### src/rtl/addsub_mul_unit.sv
// Registered add/sub/slt/multiply unit with start/done handshake.
// ALU ops complete in one cycle; the shift-add multiply takes WIDTH cycles.
module addsub_mul_unit #(
  parameter int unsigned WIDTH = 16
) (
  input  logic             Clock,
  input  logic             Resetn,
  input  logic             start,
  input  logic [1:0]       op,
  input  logic [WIDTH-1:0] rx,
  input  logic [WIDTH-1:0] ry,
  output logic             busy,
  output logic             done,
  output logic [WIDTH-1:0] data_out,
  output logic             zero,
  output logic             negative,
  output logic             carry,
  output logic             overflow
);

  localparam int unsigned CntW = $clog2(WIDTH);

  localparam logic [1:0] OpAdd = 2'b00;
  localparam logic [1:0] OpSub = 2'b01;
  localparam logic [1:0] OpMul = 2'b10;
  localparam logic [1:0] OpSlt = 2'b11;

  typedef enum logic [1:0] {StIdle, StAlu, StMul} state_e;

  state_e state_q, state_d;

  logic [WIDTH-1:0]   a_q, b_q;
  logic [1:0]         op_q;
  logic [2*WIDTH-1:0] acc_q;
  logic [CntW-1:0]    cnt_q;
  logic [WIDTH-1:0]   data_out_q;
  logic               done_q, zero_q, negative_q, carry_q, overflow_q;

  logic               accept, last_iter, complete;
  logic [WIDTH-1:0]   b_eff;
  logic [WIDTH:0]     sum;
  logic               sum_ovf, slt_bit;
  logic [2*WIDTH-1:0] partial, acc_next;
  logic [WIDTH-1:0]   res;
  logic               res_carry, res_ovf;

  assign accept    = start && (state_q == StIdle);
  assign last_iter = (cnt_q == CntW'(WIDTH - 1));
  assign complete  = (state_q == StAlu) || ((state_q == StMul) && last_iter);

  // State register
  always_ff @(posedge Clock or negedge Resetn) begin
    if (!Resetn) begin
      state_q <= StIdle;
    end else begin
      state_q <= state_d;
    end
  end

  // Next-state logic
  always_comb begin
    state_d = state_q;
    unique case (state_q)
      StIdle:  if (start) state_d = (op == OpMul) ? StMul : StAlu;
      StAlu:   state_d = StIdle;
      StMul:   if (last_iter) state_d = StIdle;
      default: state_d = StIdle;
    endcase
  end

  // FSM outputs
  always_comb begin
    busy = (state_q != StIdle);
  end

  // Sub and slt both use rx + ~ry + 1; slt is sign XOR overflow of that difference.
  always_comb begin
    b_eff    = (op_q == OpAdd) ? b_q : ~b_q;
    sum      = {1'b0, a_q} + {1'b0, b_eff} + {{WIDTH{1'b0}}, (op_q != OpAdd)};
    sum_ovf  = (a_q[WIDTH-1] == b_eff[WIDTH-1]) && (sum[WIDTH-1] != a_q[WIDTH-1]);
    slt_bit  = sum[WIDTH-1] ^ sum_ovf;
    partial  = b_q[cnt_q] ? ({{WIDTH{1'b0}}, a_q} << cnt_q) : '0;
    acc_next = acc_q + partial;
  end

  always_comb begin
    res       = sum[WIDTH-1:0];
    res_carry = 1'b0;
    res_ovf   = 1'b0;
    unique case (op_q)
      OpAdd, OpSub: begin
        res       = sum[WIDTH-1:0];
        res_carry = sum[WIDTH];
        res_ovf   = sum_ovf;
      end
      OpMul: begin
        res     = acc_next[WIDTH-1:0];
        res_ovf = |acc_next[2*WIDTH-1:WIDTH];
      end
      OpSlt: res = {{(WIDTH-1){1'b0}}, slt_bit};
      default: ;
    endcase
  end

  always_ff @(posedge Clock or negedge Resetn) begin
    if (!Resetn) begin
      a_q        <= '0;
      b_q        <= '0;
      op_q       <= OpAdd;
      acc_q      <= '0;
      cnt_q      <= '0;
      done_q     <= 1'b0;
      data_out_q <= '0;
      zero_q     <= 1'b0;
      negative_q <= 1'b0;
      carry_q    <= 1'b0;
      overflow_q <= 1'b0;
    end else begin
      done_q <= complete;
      if (accept) begin
        a_q   <= rx;
        b_q   <= ry;
        op_q  <= op;
        acc_q <= '0;
        cnt_q <= '0;
      end else if (state_q == StMul) begin
        acc_q <= acc_next;
        cnt_q <= cnt_q + CntW'(1);
      end
      if (complete) begin
        data_out_q <= res;
        zero_q     <= (res == '0);
        negative_q <= res[WIDTH-1];
        carry_q    <= res_carry;
        overflow_q <= res_ovf;
      end
    end
  end

  assign done     = done_q;
  assign data_out = data_out_q;
  assign zero     = zero_q;
  assign negative = negative_q;
  assign carry    = carry_q;
  assign overflow = overflow_q;

endmodule

### config.mk
export PLATFORM = sky130hd
export DESIGN_NAME = addsub_mul_unit
export DESIGN_NICKNAME = d
export VERILOG_FILES = /design/src/rtl/addsub_mul_unit.sv
export SDC_FILE = /design/constraint.sdc
export NUM_CORES = 1
export LEC_CHECK = 0
export CAP_MARGIN = 20
export CORE_UTILIZATION = 26
export CTS_CLUSTER_SIZE = 28
export DETAILED_ROUTE_END_ITERATION = 6
export GPL_ROUTABILITY_DRIVEN = 0
export SLEW_MARGIN = 15
export SYNTH_ARGS = -nofsm -noshare
export SYNTH_HDL_FRONTEND = slang
export SYNTH_SLANG_ARGS = --single-unit
export TNS_END_PERCENT = 30
### constraint.sdc
create_clock -name Clock -period 6.8 [get_ports Clock]
set_clock_uncertainty 0.15 [all_clocks]
set_input_delay 2.04 -clock Clock [delete_from_list [all_inputs] [get_ports Clock]]
set_output_delay 2.04 -clock Clock [all_outputs]
set_load 0.005 [all_outputs]
==> results.tsv, run 1 <==
stage	metric	value	unit
min_path	hold depth	2	
place	Port Buf Inserts	58	
synthesis	Post-synth EDFFs	0	
grt	first-pass GRT wire length	34700	microns
synthesis	post-synthesis mux area share	5.18	%
timing	worst setup margin	1.05	ns
floorplanning	Top Ports	59	
routing	DRT Wirelength	21700	microns
timing	Tcrit/Tclk final	84.6	%
timing	Min Hold Slack	0.337	ns
routing	drt wl/cell	16.4	microns
timing	Setup TNS	0	ns
cells_and_area	Nets	1025	
timing	Worst Tran Pin Value	0.922	ns
setup_path	Critical Path AT	5.85	ns
setup_path	Reg2Reg Depth	18	
clock_network	cts bufs inserted	9	
timing	fmax	174	MHz
routing	DRT antenna net count	0	
grt	GRT Residual Overflow	0	
synthesis	register bit total from synthesis	92	
synthesis	main combinational cell family by area after synthesis	simple AND/OR/NAND/NOR gates	
synthesis	Top FF cell, synth	dfrtp_1	
cells_and_area	most frequent cells in the layout	nand2_1, dfrtp_1, nor2_1	
clock_network	TritonCTS clock tree	done	
status	status	finished clean	
setup_path	critical path required time	6.89	ns
routing	via count	6734	
cells_and_area	Layout fillers	2987	
synthesis	simple-gate share of the synthesized area	24.1	%
power	Static Leakage	3.75	nW
setup_path	Startpoint Class	flip-flop	
synthesis	synthesized cell area	0.00739	sq mm
routing	DR vias/cell	5.09	
synthesis	adder-cell share of the synthesized area	8.50	%
min_path	WHS Endpoint	zero$_DFFE_PN0P_	
floorplanning	initial core utilization	26.5	%
synthesis	Post-Syn Instances	912	
setup_path	Critical Path End Type	flip-flop	
grt	number of global-route vias before repair	6416	
synthesis	Avg Cell Area, Syn	8.11	sq um
setup_path	crit path from	cnt_q[0]$_DFFE_PN0P_	
grt	global-route usage over all layers	15.2	%
timing	Final Hold Fails	0	
routing	Initial DRT Pass Iterations	5	
timing	Final Slew Violations	0	
synthesis	asr flop ratio synth	100	%
routing	DRT iter0 DRCs	536	
synthesis	Yosys cell types	82	
clock_network	post_cts resized	0	
synthesis	Syn Nets	998	
floorplanning	Cell Rows	61	
timing	setup repair after global routing missed its margin	no	
clock_network	H-tree Lvls	3	
cells_and_area	most common cell after layout, fill and taps aside	nand2_1	
synthesis	Seq/Total Area, Yosys	31.1	%
floorplanning	Core Area	0.0279	sq mm
synthesis	yosys synthesis warning count	0	
min_path	HP Start	zero$_DFFE_PN0P_	
timing	Slew Limit Headroom	38.2	%
cells_and_area	fin cells	1322	
floorplanning	Die Wd	171	microns
power	Tot Pwr	4.77	mW
clock_network	CTS Sinks	92	
grt	antenna violations before repair	0	
clock_network	Reg clk slew, reported paths	0.07	ns
setup_path	WS Path Type	flip-flop to flip-flop	
timing	# setup viols final	0	
clock_network	Post-CTS Setup Inserts	0	
clock_network	later-pin clock latency in the skew report	0.36	ns
clock_network	clk buf depth	2	
clock_network	Hold-fix buffers, CTS	0	
cells_and_area	fin util	30.9	%
clock_network	clk root buf	clkbuf_16	
min_path	min-delay worst type	flip-flop to flip-flop	
cells_and_area	fin area	0.00862	sq mm
cells_and_area	share of cells above drive strength 1	7.84	%
cells_and_area	Area Overhead vs Synth	16.5	%
place	placed cell area	0.00831	sq mm
setup_path	RR Endpoint	overflow$_DFFE_PN0P_	
synthesis	Synth Area in XOR/XNOR	6.16	%
power	pwr dens	554	mW/mm^2
setup_path	r2r setup slk	1.05	ns
power	Worst VDD drop	327	uV
timing	post-layout min period	5.75	ns
setup_path	worst-path fanout max	31	
synthesis	Synth Area in Compound Gates	20.6	%
grt	pin count of the biggest net entering global routing	68	
floorplanning	die footprint	0.0291	sq mm
place	Placed Cells incl. Taps	1306	
place	Detailed Place HPWL	16500	microns
floorplanning	Die H	171	microns
place	Setup WS pre-CTS	1.08	ns
cells_and_area	antenna cells	0	
job	max-cap viol count	0	
setup_path	reg2reg start	cnt_q[0]$_DFFE_PN0P_	
routing	DRC	0	
-- critical path, cell delays in order (launching register included) --
cell,delay (ns)
dfrtp_1,0.37
buf_4,0.37
mux4_2,0.55
nand2_1,0.08
nand2_1,0.05
nand2_1,0.24
and2_1,0.50
a211oi_1,0.10
ha_1,0.46
a21oi_4,0.23
inv_2,0.06
o41ai_4,0.42
nand4_1,0.17
o21ai_2,0.19
mux2_2,0.39
a2111oi_4,0.32
nand4_1,0.12
or4_1,0.52
a221o_1,0.34
-- flip-flops by register name, indices dropped and copies added, names as in the netlist --
register / count
data_out: 16
cnt_q: 4
overflow: 1
state_q: 2
done: 1
acc_q: 32
a_q: 16
zero: 1
carry: 1
op_q: 2
b_q: 16
-- cell usage after synthesis, types with 6 or more instances --
cell type  instances  area share, %
a211oi_1          14            1.4
a21o_1            12            1.2
a21oi_1           55            3.7
a31oi_1           10           0.85
and3_1             9           0.76
clkbuf_1          45            2.3
dfrtp_1           92             31
ha_1              47            8.0
inv_1             24            1.2
mux2_2             8            1.2
mux2i_1            9            1.2
mux4_2             9            2.7
nand2_1          172            8.7
nand2b_1           9           0.76
nand3_1           40            2.7
nand4_1           13            1.1
nor2_1            81            4.1
nor2b_1           12            1.0
nor3_1            16            1.1
o21a_1             7           0.71
o21ai_0           53            3.6
o22ai_1           10           0.85
o31ai_1            6           0.61
xnor2_1           31            3.7
xor2_1            21            2.5
-- kinds of logic (layout without fill, tap and decap cells) --
group	after synthesis	after routing
simple gates	389	389
compound gates	224	224
flops	92	92
buf+inv	80	112
xor+xnor	52	52
fa+ha+maj	49	49
mux	26	26
-- worst max-delay path by stage --
stage	to	slack (ns)	depth (start not counted)
5_1_grt	overflow$_DFFE_PN0P_	0.70	18
4_1_cts	overflow$_DFFE_PN0P_	1.05	18
2_1_floorplan	overflow$_DFFE_PN0P_	1.47	20
3_5_place_dp	overflow$_DFFE_PN0P_	1.08	18
6_report	overflow$_DFFE_PN0P_	1.05	18
3_3_place_gp	overflow$_DFFE_PN0P_	1.14	18
-- area by class of cell --
cell class                      instances  area, sq um  area share [%]
Multi-Input combinational cell        740         4770            55.4
Sequential cell                        92         2300            26.7
Timing Repair Buffer                   70          668            7.75
Tap cell                              378          473            5.49
Clock buffer                           10          239            2.77
Inverter                               26         97.6            1.13
Clock inverter                          6         62.6           0.726
-- layer usage --
layer / global-route usage [%] / share of wire (%) / up-vias
met5: 0 / 0 / -
met4: 5.52 / 2.5 / 0
met3: 2.29 / 4.0 / 35
met2: 24.6 / 47 / 188
met1: 20.3 / 46 / 3220
li1: - / - / 3291
-- power breakdown --
group	internal (mW)	switching [mW]
logic	1.36	1.91
registers	0.756	0.223
clock network	0.270	0.254
(Power assumes the default switching activity.)
==> run 2, diff against run 1 <==
==> constraint.sdc (replaced) <==
create_clock -name Clock -period 5.9 [get_ports Clock]
set_clock_uncertainty 0.15 [all_clocks]
set_input_delay 1.77 -clock Clock [delete_from_list [all_inputs] [get_ports Clock]]
set_output_delay 1.77 -clock Clock [all_outputs]
set_load 0.005 [all_outputs]
==> run 2 against run 1 <==
Net effect: worst hold slack improved by 0.0043 ns; sequential share of layout area decreased by 0.20 points; critical path type unchanged; critical endpoint unchanged; worst setup slack worse by 0.66 ns; die area did not move; combinational power increased by 15%; register-to-register slack lost 0.66 ns; largest cell class unchanged; final cell count up 0.38%; clock power is 24% higher; design area is 0.80% higher.
==> results.tsv, run 2 (same netlist as run 1, synthesis figures left out) <==
stage	metric	value	unit
floorplanning	die footprint	0.0291	sq mm
status	status	finished clean	
timing	post-layout min period	5.51	ns
grt	first-pass GRT wire length	35000	microns
power	sequential fraction of design power	20.6	%
min_path	HP Start	carry$_DFFE_PN0P_	
cells_and_area	Layout fillers	2972	
power	Comb power frac	67.8	%
routing	uppermost layer routed	met4	
setup_path	Critical Path End Type	flip-flop	
routing	metal2 WL	10400	microns
setup_path	RR Endpoint	overflow$_DFFE_PN0P_	
power	sw frac	49.0	%
power	power share of the clock group	11.7	%
power	sw power	2.73	mW
clock_network	Reg clk slew, reported paths	0.07	ns
floorplanning	initial core utilization	26.5	%
setup_path	r2r setup slk	0.39	ns
cells_and_area	fin area	0.00868	sq mm
routing	via count	6738	
grt	number of global-route vias before repair	6580	
power	Static Leakage	3.79	nW
timing	fmax	181	MHz
clock_network	H-tree Lvls	3	
routing	DR vias/cell	5.08	
grt	global-route usage over all layers	15.3	%
routing	DRT antenna net count	0	
cells_and_area	most flop-heavy register	acc_q	
setup_path	worst-path fanout max	15	
power	internal power	2.84	mW
cells_and_area	fin util	31.2	%
cells_and_area	Nets	1031	
timing	Setup TNS	0	ns
setup_path	WS Path Type	flip-flop to flip-flop	
routing	Met3 Wirelength	905	microns
grt	pin count of the biggest net entering global routing	68	
timing	setup repair after global routing missed its margin	no	
place	Detailed Place HPWL	16400	microns
routing	Initial DRT Pass Iterations	5	
clock_network	cts bufs inserted	9	
cells_and_area	Area Overhead vs Synth	17.5	%
clock_network	later-pin clock latency in the skew report	0.36	ns
clock_network	clk buf depth	2	
job	max-cap viol count	0	
timing	Slew Limit Headroom	41.7	%
cells_and_area	antenna cells	0	
timing	Final Slew Violations	0	
place	Port Buf Inserts	58	
min_path	min-delay worst type	flip-flop to flip-flop	
grt	antenna violations before repair	0	
routing	DRC	0	
floorplanning	Top Ports	59	
min_path	WHS Endpoint	carry$_DFFE_PN0P_	
cells_and_area	Largest register FFs	32	
place	placed cell area	0.00836	sq mm
cells_and_area	most common cell after layout, fill and taps aside	nand2_1	
cells_and_area	share of cells above drive strength 1	8.43	%
floorplanning	Die Wd	171	microns
clock_network	CTS Sinks	92	
floorplanning	Core Area	0.0279	sq mm
setup_path	Critical Path AT	5.60	ns
min_path	hold depth	2	
power	pwr dens	641	mW/mm^2
setup_path	reg2reg start	cnt_q[0]$_DFFE_PN0P_	
power	Worst VDD drop	426	uV
setup_path	critical path required time	5.99	ns
timing	# setup viols final	0	
timing	Final Hold Fails	0	
routing	drt wl/cell	16.3	microns
clock_network	clk root buf	clkbuf_16	
floorplanning	Cell Rows	61	
setup_path	Startpoint Class	flip-flop	
routing	DRT Wirelength	21600	microns
timing	Worst Tran Pin Value	0.870	ns
routing	met1 wire length	9740	microns
timing	Tcrit/Tclk final	93.4	%
routing	DRT iter0 DRCs	570	
cells_and_area	most frequent cells in the layout	nand2_1, dfrtp_1, nor2_1	
clock_network	TritonCTS clock tree	done	
floorplanning	Die H	171	microns
clock_network	Post-CTS Setup Inserts	0	
setup_path	Reg2Reg Depth	18	
clock_network	Hold-fix buffers, CTS	0	
grt	GRT Residual Overflow	0	
setup_path	crit path from	cnt_q[0]$_DFFE_PN0P_	
[run 2: worst max-delay path: stages (launching register included)]
cell and delay, ns:
dfrtp_1 0.44, buf_4 0.26, mux4_2 0.53, nand2_1 0.08, nand2_1 0.05, nand2_1 0.09
and2_1 0.44, nor2_1 0.16, ha_1 0.41, a21oi_2 0.22, o22ai_1 0.15, o41ai_4 0.36
nand4_1 0.18, o21ai_2 0.18, mux2_2 0.38, a2111oi_4 0.33, nand4_1 0.11, or4_1 0.54
a221o_1 0.33
[run 2: final cells by class]
class | instances | area, sq um | area share, %
inverters | 26 | 97.6 | 1.12
multi-input cells | 740 | 4770 | 55.0
well taps | 378 | 473 | 5.45
clock buffers | 10 | 239 | 2.75
flip-flops and latches | 92 | 2300 | 26.5
repair buffers | 76 | 713 | 8.21
clock inverters | 5 | 85.1 | 0.980
[run 2: worst max path at each step]
| stage | slack [ns] | to |
|---|---|---|
| after global placement | 0.39 | overflow$_DFFE_PN0P_ |
| after CTS | 0.26 | overflow$_DFFE_PN0P_ |
| after global routing | 0.07 | overflow$_DFFE_PN0P_ |
| after floorplan | 0.57 | overflow$_DFFE_PN0P_ |
| final | 0.39 | overflow$_DFFE_PN0P_ |
| after detailed placement | 0.27 | overflow$_DFFE_PN0P_ |
[run 2: power groups by stage]
stage	Clock [mW]	Combinational, mW	Sequential (mW)
2_1_floorplan	0	2.75	1.05
3_3_place_gp	0	3.71	1.16
3_5_place_dp	0	3.75	1.16
4_1_cts	0.667	3.77	1.15
5_1_grt	0.690	4.15	1.18
6_report	0.649	3.77	1.14
[run 2: what timing repair did]
action / in CTS / in global routing
setup endpoints to repair: 0 / 1
endpoints found under the hold margin: 0 / 0
resized for setup: 0 / 1
[run 2: per-layer routing]
metal	track usage (%)	up-vias
li1	-	3312
met1	20.0	3197
met2	25.3	196
met3	2.43	33
met4	5.68	0
met5	0	-
[run 2: per-stage QoR]
stage / setup WS (ns) / total power [mW] / std cells / hold WS [ns]
6_report: 0.388 / 5.57 / 1327 / 0.342
5_1_grt: 0.0689 / 6.02 / 1327 / 0.371
4_1_cts: 0.256 / 5.58 / 1327 / 0.342
3_5_place_dp: 0.273 / 4.91 / 1312 / 0.328
3_3_place_gp: 0.390 / 4.87 / 1312 / 0.317
2_1_floorplan: 0.569 / 3.80 / 912 / 0.323
